==> config.mk <==
export PLATFORM = sky130hd
export DESIGN_NAME = if_prefetch_queue_flat
export DESIGN_NICKNAME = d
export VERILOG_FILES = /design/src/rtl/if_prefetch_queue_if.sv /design/src/rtl/if_prefetch_queue.sv /design/src/flat_wrapper.sv
export SDC_FILE = /design/constraint.sdc
export NUM_CORES = 1
export LEC_CHECK = 0
export ABC_AREA = 0
export BUFFER_PORTS_ARGS = -buffer_cell sky130_fd_sc_hd__buf_2
export CORE_MARGIN = 4
export CORE_UTILIZATION = 45
export CTS_CLUSTER_DIAMETER = 40
export DETAILED_ROUTE_END_ITERATION = 16
export PLACE_DENSITY = 0.69
export SYNTH_ARGS = -nofsm -noshare
export SYNTH_HDL_FRONTEND = slang
export SYNTH_SLANG_ARGS = --single-unit
==> constraint.sdc <==
create_clock -name clk -period 7 [get_ports clk]
set_clock_uncertainty 0.05 [all_clocks]
set_input_delay 0.35 -clock clk [delete_from_list [all_inputs] [get_ports clk]]
set_output_delay 0.35 -clock clk [all_outputs]
set_load 0.02 [all_outputs]
==> src/rtl/if_prefetch_queue_if.sv <==
// rtl/if_prefetch_queue_if.sv - fetch-side memory, redirect and IF/ID handshake bundle
interface if_prefetch_queue_if #(
    parameter int DATA_WIDTH = 32,
    parameter int ADR_WIDTH  = 32,
    parameter int DEPTH      = 4
);
    localparam int CW = $clog2(DEPTH) + 1;

    logic                  mem_req;
    logic [ADR_WIDTH-1:0]  mem_addr;
    logic                  mem_ack;
    logic [DATA_WIDTH-1:0] mem_rdata;
    logic                  redirect;
    logic [ADR_WIDTH-1:0]  redirect_pc;
    logic                  out_ready;
    logic                  out_valid;
    logic [DATA_WIDTH-1:0] out_code;
    logic [ADR_WIDTH-1:0]  out_pc;
    logic [ADR_WIDTH-1:0]  out_pc4;
    logic [CW-1:0]         count;

    modport master (
        output mem_req, mem_addr,
        input  mem_ack, mem_rdata,
        input  redirect, redirect_pc,
        input  out_ready,
        output out_valid, out_code, out_pc, out_pc4, count
    );

    modport slave (
        input  mem_req, mem_addr,
        output mem_ack, mem_rdata,
        output redirect, redirect_pc,
        output out_ready,
        input  out_valid, out_code, out_pc, out_pc4, count
    );
endinterface

==> src/rtl/if_prefetch_queue.sv <==
// rtl/if_prefetch_queue.sv - sequential instruction prefetch queue feeding IF/ID
// Define PREFETCH_BYPASS_EN for a zero-cycle ack-to-output path when the queue is empty.
module if_prefetch_queue #(
    parameter int                   DATA_WIDTH = 32,
    parameter int                   ADR_WIDTH  = 32,
    parameter int                   DEPTH      = 4,
    parameter logic [ADR_WIDTH-1:0] RESET_PC   = '0
) (
    input logic                clk,
    input logic                rst,
    if_prefetch_queue_if.master bus
);
    localparam int PW = $clog2(DEPTH);
    localparam int CW = PW + 1;

    typedef enum logic [1:0] {IDLE, REQ, DISCARD} state_t;

    state_t                state;
    logic [ADR_WIDTH-1:0]  fetch_pc;
    logic [ADR_WIDTH-1:0]  mem_addr_q;
    logic                  mem_req_q;

    logic [DATA_WIDTH-1:0] code_mem [DEPTH];
    logic [ADR_WIDTH-1:0]  pc_mem   [DEPTH];
    logic [PW-1:0]         wr_ptr;
    logic [PW-1:0]         rd_ptr;
    logic [PW-1:0]         rd_ptr_next;
    logic [CW-1:0]         count_q;
    logic [CW-1:0]         count_next;

    logic                  valid_q;
    logic [DATA_WIDTH-1:0] code_q;
    logic [ADR_WIDTH-1:0]  pc_q;
    logic [ADR_WIDTH-1:0]  pc4_q;

    logic [ADR_WIDTH-1:0]  target;
    logic [ADR_WIDTH-1:0]  pc_plus4;
    logic                  ack_req;
    logic                  bypass;
    logic                  push;
    logic                  pop;
    logic                  credit;
    logic [DATA_WIDTH-1:0] head_code;
    logic [ADR_WIDTH-1:0]  head_pc;

    assign target   = {bus.redirect_pc[ADR_WIDTH-1:2], 2'b00};
    assign pc_plus4 = fetch_pc + ADR_WIDTH'(4);
    assign ack_req  = (state == REQ) && bus.mem_ack;

`ifdef PREFETCH_BYPASS_EN
    assign bypass        = ack_req && !bus.redirect && (count_q == '0);
    assign bus.out_valid = valid_q || bypass;
    assign bus.out_code  = bypass ? bus.mem_rdata : code_q;
    assign bus.out_pc    = bypass ? fetch_pc : pc_q;
    assign bus.out_pc4   = bypass ? pc_plus4 : pc4_q;
`else
    assign bypass        = 1'b0;
    assign bus.out_valid = valid_q;
    assign bus.out_code  = code_q;
    assign bus.out_pc    = pc_q;
    assign bus.out_pc4   = pc4_q;
`endif

    // A bypassed word that IF/ID takes immediately never occupies a slot.
    assign pop         = valid_q && bus.out_ready && !bus.redirect;
    assign push        = ack_req && !bus.redirect && !(bypass && bus.out_ready);
    assign count_next  = bus.redirect ? '0 : count_q + CW'(push) - CW'(pop);
    assign rd_ptr_next = bus.redirect ? '0 : rd_ptr + PW'(pop);
    assign credit      = count_next < CW'(DEPTH);

    // When the new head is the word being written this cycle, take it from the bus.
    assign head_code = (push && count_next == CW'(1)) ? bus.mem_rdata : code_mem[rd_ptr_next];
    assign head_pc   = (push && count_next == CW'(1)) ? fetch_pc      : pc_mem[rd_ptr_next];

    assign bus.mem_req  = mem_req_q;
    assign bus.mem_addr = mem_addr_q;
    assign bus.count    = count_q;

    always_ff @(posedge clk) begin
        if (rst) begin
            state      <= IDLE;
            fetch_pc   <= RESET_PC;
            mem_addr_q <= RESET_PC;
            mem_req_q  <= 1'b0;
        end else begin
            case (state)
                IDLE: begin
                    if (bus.redirect) begin
                        fetch_pc   <= target;
                        mem_addr_q <= target;
                    end else if (credit) begin
                        state      <= REQ;
                        mem_req_q  <= 1'b1;
                        mem_addr_q <= fetch_pc;
                    end
                end
                REQ: begin
                    if (bus.redirect) begin
                        fetch_pc <= target;
                        if (bus.mem_ack) begin
                            state      <= IDLE;
                            mem_req_q  <= 1'b0;
                            mem_addr_q <= target;
                        end else begin
                            state <= DISCARD;
                        end
                    end else if (bus.mem_ack) begin
                        fetch_pc   <= pc_plus4;
                        mem_addr_q <= pc_plus4;
                        if (!credit) begin
                            state     <= IDLE;
                            mem_req_q <= 1'b0;
                        end
                    end
                end
                DISCARD: begin
                    // mem_addr keeps the flushed address until its ack arrives.
                    if (bus.redirect) fetch_pc <= target;
                    if (bus.mem_ack) begin
                        state      <= IDLE;
                        mem_req_q  <= 1'b0;
                        mem_addr_q <= bus.redirect ? target : fetch_pc;
                    end
                end
                default: begin
                    state     <= IDLE;
                    mem_req_q <= 1'b0;
                end
            endcase
        end
    end

    always_ff @(posedge clk) begin
        if (rst) begin
            wr_ptr  <= '0;
            rd_ptr  <= '0;
            count_q <= '0;
            valid_q <= 1'b0;
            code_q  <= '0;
            pc_q    <= '0;
            pc4_q   <= '0;
            for (int i = 0; i < DEPTH; i++) begin
                code_mem[i] <= '0;
                pc_mem[i]   <= '0;
            end
        end else begin
            if (push) begin
                code_mem[wr_ptr] <= bus.mem_rdata;
                pc_mem[wr_ptr]   <= fetch_pc;
            end
            wr_ptr  <= bus.redirect ? '0 : wr_ptr + PW'(push);
            rd_ptr  <= rd_ptr_next;
            count_q <= count_next;
            valid_q <= (count_next != '0);
            if (count_next != '0) begin
                code_q <= head_code;
                pc_q   <= head_pc;
                pc4_q  <= head_pc + ADR_WIDTH'(4);
            end else begin
                code_q <= '0;
                pc_q   <= '0;
                pc4_q  <= '0;
            end
        end
    end
endmodule

==> src/flat_wrapper.sv <==
// flat-port wrapper written by rule: the top's interface ports become plain ports
module if_prefetch_queue_flat 
#(
    parameter int                   DATA_WIDTH = 32,
    parameter int                   ADR_WIDTH  = 32,
    parameter int                   DEPTH      = 4,
    parameter logic [ADR_WIDTH-1:0] RESET_PC   = '0
)
  (clk, rst, bus_mem_req, bus_mem_addr, bus_mem_ack, bus_mem_rdata, bus_redirect, bus_redirect_pc, bus_out_ready, bus_out_valid, bus_out_code, bus_out_pc, bus_out_pc4, bus_count);
  if_prefetch_queue_if #(.DATA_WIDTH(DATA_WIDTH), .ADR_WIDTH(ADR_WIDTH), .DEPTH(DEPTH)) bus_i ();
  input logic clk;
  input logic rst;
  output wire logic [$bits(bus_i.mem_req)-1:0] bus_mem_req;
  output wire logic [$bits(bus_i.mem_addr)-1:0] bus_mem_addr;
  input wire logic [$bits(bus_i.mem_ack)-1:0] bus_mem_ack;
  input wire logic [$bits(bus_i.mem_rdata)-1:0] bus_mem_rdata;
  input wire logic [$bits(bus_i.redirect)-1:0] bus_redirect;
  input wire logic [$bits(bus_i.redirect_pc)-1:0] bus_redirect_pc;
  input wire logic [$bits(bus_i.out_ready)-1:0] bus_out_ready;
  output wire logic [$bits(bus_i.out_valid)-1:0] bus_out_valid;
  output wire logic [$bits(bus_i.out_code)-1:0] bus_out_code;
  output wire logic [$bits(bus_i.out_pc)-1:0] bus_out_pc;
  output wire logic [$bits(bus_i.out_pc4)-1:0] bus_out_pc4;
  output wire logic [$bits(bus_i.count)-1:0] bus_count;
  assign bus_mem_req = bus_i.mem_req;
  assign bus_mem_addr = bus_i.mem_addr;
  assign bus_i.mem_ack = bus_mem_ack;
  assign bus_i.mem_rdata = bus_mem_rdata;
  assign bus_i.redirect = bus_redirect;
  assign bus_i.redirect_pc = bus_redirect_pc;
  assign bus_i.out_ready = bus_out_ready;
  assign bus_out_valid = bus_i.out_valid;
  assign bus_out_code = bus_i.out_code;
  assign bus_out_pc = bus_i.out_pc;
  assign bus_out_pc4 = bus_i.out_pc4;
  assign bus_count = bus_i.count;
  if_prefetch_queue #(.DATA_WIDTH(DATA_WIDTH), .ADR_WIDTH(ADR_WIDTH), .DEPTH(DEPTH), .RESET_PC(RESET_PC)) u_core (.clk(clk), .rst(rst), .bus(bus_i));
endmodule
# --- Word level (Yosys, flattened, before mapping) ---
# Memories as Yosys holds them, arrays and structs flattened.
# Index checks and enable logic that the tools add are counted.
classes:
  add_sub_neg: 6
  n_lt_le_gt_ge: 1
  n_eq_ne: 10
  muxes: 40
  bitwise_logic: 1
  n_reduce_logical: 19
ops:
  columns: ["operator", "n"]
  rows:
  - ["2-to-1 mux 32 bit", 12]
  - ["case mux 32 bit (3 select lines)", 1]
  - ["adder 32 x 3 -> 32 bit, second input constant", 2]
  - ["case mux 32 bit (2 select lines)", 1]
  - ["OR reduction 32 bit", 2]
  - ["2-to-1 mux 2 bit", 10]
  - ["2-to-1 mux 1 bit", 13]
  - ["AND reduction 4 bit", 2]
  - ["!= test 2 bit, second input constant", 3]
  - ["!= test 3 bit, second input constant", 2]
  - ["case mux 2 bit (3 select lines)", 1]
  - ["nonzero test 3 bit", 2]
  - ["OR reduction 2 bit", 3]
  - ["logical AND 1 bit", 5]
  - ["AND reduction 5 bit", 1]
  - ["adder 2 x 1 -> 2 bit", 2]
  - ["adder 3 x 1 -> 3 bit", 1]
  - ["equality test 3 x 1 -> 1 bit, second input constant", 1]
  - ["less-than comparator 3 bit, second input constant", 1]
  - ["2-to-1 mux 3 bit", 1]
  - ["!= test 3 x 2 -> 1 bit, second input constant", 1]
  - ["case mux 1 bit (3 select lines)", 1]
  - ["subtractor 3 x 1 -> 3 bit", 1]
  - ["equality test 2 x 1 -> 1 bit, second input constant", 1]
  - ["7 further kinds", 7]
word_totals:
  ff_bits: 171
  mem_bits_rw: 256
  inputBits: 69
  memories: 2
memory_table:
  columns: ["memory", "depth", "width", "rd", "rd_ports_with_merged_regs", "wr", "line", "rtl"]
  rows:
  - ["u_core.code_mem", 4, 32, 1, 0, 4, "if_prefetch_queue.sv:23", "logic [DATA_WIDTH-1:0] code_mem [DEPTH];"]
  - ["u_core.pc_mem", 4, 32, 1, 0, 4, "if_prefetch_queue.sv:24", "logic [ADR_WIDTH-1:0] pc_mem [DEPTH];"]

# --- Depth between registers and ports, before layout ---
depth:
  word_depth: 11
  ltp_mapped: 25

# --- Least setup slack after synthesis ---
# OpenSTA, ideal clock, no wires.
synth_path:
  kind: "input -> register"
  from: "input port bus_redirect"
  to: "register u_core.pc4_q[20], in the netlist u_core.bus.out_pc4[20]"
  setup_ns: 0.138
  arrival_ns: 5.287
  t_required_ns: 6.812
  setup_slack_ns: 1.526
  stages: 25
  cell_sequence: "buf_2 > buf_1 > buf_1 > clkbuf_1 > o21ai_0 > nand2b_1 > ha_1 > inv_1 > fa_1 > xnor3_1 > and4_1 > buf_2 > buf_2 > buf_2 > buf_1 > clkbuf_1 > nand2_1 > nand2_1 > ha_1 > nor4bb_1 > clkbuf_1 > nand4_1 > clkbuf_1 > o31ai_1 > o41ai_1"
synth_via:
  elab_chain_len: 9
synth_lines:
  columns: ["item", "line", "rtl"]
  rows:
  - ["start, declared", "flat_wrapper.sv:17", "input wire logic [$bits(bus_i.redirect)-1:0] bus_redirect;"]
  - ["logical NOT 1 bit", "if_prefetch_queue.sv:65, if_prefetch_queue.sv:66", null]
  - ["logical AND 1 bit", "if_prefetch_queue.sv:66", "assign push = ack_req && !bus.redirect && !(bypass && bus.out_ready);"]
  - ["adder 3 x 1 -> 3 bit", "if_prefetch_queue.sv:67", "assign count_next = bus.redirect ? '0 : count_q + CW'(push) - CW'(pop);"]
  - ["subtractor 3 x 1 -> 3 bit", "if_prefetch_queue.sv:67", null]
  - ["2-to-1 mux 3 bit", "if_prefetch_queue.sv:67", null]
  - ["equality test 3 x 1 -> 1 bit", "if_prefetch_queue.sv:73", "assign head_pc = (push && count_next == CW'(1)) ? fetch_pc : pc_mem[rd_ptr_next];"]
  - ["logical AND 1 bit", "if_prefetch_queue.sv:73", null]
  - ["2-to-1 mux 32 bit *", "if_prefetch_queue.sv:73", null]
  - ["named net u_core.head_pc[2]", "if_prefetch_queue.sv:44", "logic [ADR_WIDTH-1:0] head_pc;"]
  - ["adder 32 x 3 -> 32 bit *", "if_prefetch_queue.sv:158", "pc4_q <= head_pc + ADR_WIDTH'(4);"]
  - ["end signal, assigned", "if_prefetch_queue.sv:158", null]
  - ["end, declared", "if_prefetch_queue.sv:34", "logic [ADR_WIDTH-1:0] pc4_q;"]
# The timed path passes the listed nets; every way through them passes the cells marked *.
# A chain may end at the register's enable or synchronous reset.

# --- Final worst setup path ---
layout_path:
  from: "register u_core.state[0]"
  to: "register u_core.pc4_q[30], in the netlist u_core.bus.out_pc4[30]"
layout_via:
  elab_chain_len: 10
layout_lines:
  columns: ["item", "line", "rtl"]
  rows:
  - ["start, declared", "if_prefetch_queue.sv:18", "state_t state;"]
  - ["start signal, assigned", "if_prefetch_queue.sv:81", "state <= IDLE;"]
  - ["start signal, assigned", "if_prefetch_queue.sv:92", "state <= REQ;"]
  - ["start signal, assigned", "if_prefetch_queue.sv:101", "state <= IDLE;"]
  - ["equality test 2 x 1 -> 1 bit *", "if_prefetch_queue.sv:48", "assign ack_req = (state == REQ) && bus.mem_ack;"]
  - ["logical AND 1 bit *", "if_prefetch_queue.sv:48", null]
  - ["logical AND 1 bit *", "if_prefetch_queue.sv:66", null]
  - ["adder 3 x 1 -> 3 bit", "if_prefetch_queue.sv:67", null]
  - ["subtractor 3 x 1 -> 3 bit", "if_prefetch_queue.sv:67", null]
  - ["2-to-1 mux 3 bit", "if_prefetch_queue.sv:67", null]
  - ["equality test 3 x 1 -> 1 bit", "if_prefetch_queue.sv:73", null]
  - ["logical AND 1 bit *", "if_prefetch_queue.sv:73", null]
  - ["2-to-1 mux 32 bit *", "if_prefetch_queue.sv:73", null]
  - ["named net u_core.head_pc[2]", "if_prefetch_queue.sv:44", null]
  - ["adder 32 x 3 -> 32 bit *", "if_prefetch_queue.sv:158", null]
# Marked as above.

==> flow_summary.json <==
{
  "crit_family": "simple AND/OR/NAND/NOR gates",
  "min_path_type": "in -> reg",
  "final_cells": 2856,
  "cts_resized": 0,
  "clk_latency_ns": 0.62,
  "synth_nets": 2134,
  "clkSlewWorstSetupHoldPaths_ns": 0.06,
  "syn_inst": 2060,
  "worstPathRequired_ns": 7.41,
  "die_area_um2": 48100,
  "holdBufCountCts": 32,
  "place_area_um2": 21400,
  "maxCapViolCount": 0,
  "path_buf_inv": 5,
  "ioPinCount": 202,
  "antenna_found_initial": 0,
  "rows": 77,
  "routed-via-count": 16200,
  "drtPass1Iterations": 6,
  "initial_utilization": 0.455,
  "worstPathCellList": "buf_4, and4bb_1, ha_1, inv_1, fa_1, xnor3_1, and4_2, buf_4, nand2_1, nand2_1, ha_1, nor4bb_1, buf_4, nand4_1, buf_4, o31ai_1, o41ai_1",
  "slew_violations": 0,
  "drc": 0,
  "grt_pass1_wl_um": 89800,
  "most-common-layout-cells": "nand2_1, and2_1, edfxtp_1, buf_2, dfxtp_1",
  "ys_seq_elements": 425,
  "gp_congestion": 0.881,
  "post-route-min-period_ns": 5.40,
  "critical_path.max_fanout": 30,
  "grt.total_usage": 0.235,
  "fin_util": 0.537,
  "finalCritPeriodShare": 0.772,
  "hold_violations": 0,
  "fillers": 3880,
  "status": "finished, final reports clean",
  "peakVddDrop_uv": 182,
  "dpl.hpwl_um": 35300,
  "drive_above_1_share": 0.174,
  "setup_viol": 0,
  "dieHeight_um": 219,
  "postCtsSetupBuffers": 0,
  "syn_area_um2": 20100,
  "powerDensity_nw_per_um2": 259,
  "r2r_slack_ns": 1.60,
  "grt_pass1_vias": 15900,
  "clock_sinks": 425,
  "ys.flop_type": "edfxtp_1",
  "ys_seq_area_frac": 0.550,
  "wirelength_um": 57500,
  "synth_edf_count": 256,
  "fin_area_um2": 23800,
  "rsz0062_at_grt": "false",
  "cts_tree": "done",
  "place_inst": 2709,
  "area_growth_pct": 18.1,
  "synthArstFlopShare": 0,
  "slowest_delay_ns": 0.74,
  "grt_overflow": 0,
  "synth_warnings": 0,
  "postRouteAntennaNets": 0,
  "crit_top_cell": "buf_4",
  "layout_commonest_cell": "nand2_1",
  "critPathKind": "reg -> reg",
  "max_freq_mhz": 185,
  "nets": 2286,
  "synth_top_area_frac": 0.382,
  "port-buffer-count": 199,
  "vias_per_cell": 5.69,
  "whs_ns": 0.0280,
  "die-width_um": 219,
  "crit_slowest_cell": "and4_2",
  "drtIter0Drc": 1728,
  "antenna_cells": 0,
  "synthTopCellsByArea": "edfxtp_1, dfxtp_1, and2_1",
  "yosys.area.top_type": "edfxtp_1",
  "end_kind": "flip-flop",
  "cts_made_buffers": 61,
  "power_leakage_nw": 9.41,
  "layout.area.seq_um2": 11100,
  "cp-start-kind": "flip-flop",
  "multi_input_area_um2": 8280,
  "setup_tns_ns": 0,
  "synth.distinct_cells": 79,
  "grt_max_degree": 85,
  "wl_per_cell_um": 20.1,
  "crit_arrival_ns": 5.82,
  "worstMarginPinSlew_ns": 1.28,
  "cts-root-buf": "clkbuf_16",
  "relSlewSlack": 0.149,
  "syn_area_per_cell_um2": 9.76,
  "htreeDepth": 2,
  "core-area_um2": 44200,
  "cts_buffer_depth": 3
}
-- cells in the mapped netlist (5+ instances only) --
cell type  number
a32o_1         10
clkbuf_1      124
nor4_1         16
o21a_1          9
and2_1        266
buf_2          22
a22o_1         13
nand2_1       318
mux2i_1         8
nor3_1         44
and3_1         23
inv_1          10
a221oi_1        6
mux2_1          7
a22oi_1         8
buf_6           5
a211oi_1       34
o221ai_1        9
and4_1          6
nand3_1       133
xor2_1         15
o31a_1         11
or2_2           6
o31ai_1         9
o21ai_0        31
a32oi_1         8
o211ai_1       28
a21oi_1       145
nor2_1        119
a31o_2          7
xnor2_1        22
nand4_1        13
buf_1          26
dfxtp_1       169
nand2b_1       27
a31oi_1         9
o211a_1        11
edfxtp_1      256
mux2_2         12
-- registers in the layout, indices dropped and copies added, names as in the netlist --
| register | cells |
|---|---|
| u_core.fetch_pc | 32 |
| u_core.bus.mem_req | 1 |
| u_core.bus.out_code | 32 |
| u_core.bus.out_pc | 30 |
| u_core.wr_ptr | 2 |
| u_core.bus.mem_addr | 32 |
| u_core.bus.count | 3 |
| u_core.state | 2 |
| u_core.rd_ptr | 2 |
| u_core.bus.out_pc4 | 32 |
| u_core.code_mem | 128 |
| u_core.pc_mem | 128 |
| u_core.bus.out_valid | 1 |
-- kinds of logic after synthesis --
group,count (synthesis),share of synthesized area
AO/OA/AOI/OAI,374,0.124
XOR/XNOR,38,0.0172
adder cells (fa/ha/maj),5,0.00348
buffers and inverters,194,0.0401
flip-flops,425,0.550
multiplexers,28,0.0153
AND/OR/NAND/NOR,996,0.249
-- through the flow --
stage	power, mW	setup slack [ns]
after floorplan	3.07	1.53
after global placement	3.21	1.84
after detailed placement	3.22	1.70
after CTS	6.20	1.67
after global routing	6.37	1.34
final	6.16	1.60
-- final cells by class --
cell class,count,area share
sequential,425,0.466
multi-input combinational,1441,0.349
clock buffer,70,0.0683
timing repair buffer,270,0.0678
tap,592,0.0312
clock inverter,45,0.0159
inverter,13,0.00205
-- power by group --
part | internal, mW | switching [mW] | leakage [nW] | total (mW)
clock network | 1.74 | 1.23 | 0.985 | 2.97
registers | 2.74 | 0.0729 | 4.02 | 2.81
logic | 0.130 | 0.247 | 4.40 | 0.378
-- per-layer routing --
layer | up-vias | track usage | share of wire | wire [µm]
met3 | 118 | 0.0492 | 0.094 | 5390
met4 | 0 | 0.0716 | 0.024 | 1360
met2 | 749 | 0.364 | 0.45 | 25900
met1 | 7760 | 0.334 | 0.43 | 24900
li1 | 7613 | - | - | -
met5 | - | 0 | 0 | 0
-- worst min-delay path, cell delays in order --
cell and delay (ns):
buf_2 0.13, nand2_1 0.06, a21oi_1 0.08
-- path summary, 6_finish.rpt --
check | start | endpoint | depth (start not counted)
setup reg to reg | u_core.state[0]$_SDFFE_PP0P_ | u_core.bus.out_pc4[30]$_SDFF_PP0_ | 17
setup / recovery | u_core.state[0]$_SDFFE_PP0P_ | u_core.bus.out_pc4[30]$_SDFF_PP0_ | 17
hold reg to reg | u_core.bus.mem_addr[19]$_SDFFE_PP0P_ | u_core.bus.mem_addr[19]$_SDFFE_PP0P_ | 2
hold / removal | bus_mem_rdata[1] | u_core.bus.out_code[1]$_SDFF_PP0_ | 3
Note: power is estimated with default switching activity, not from simulation.
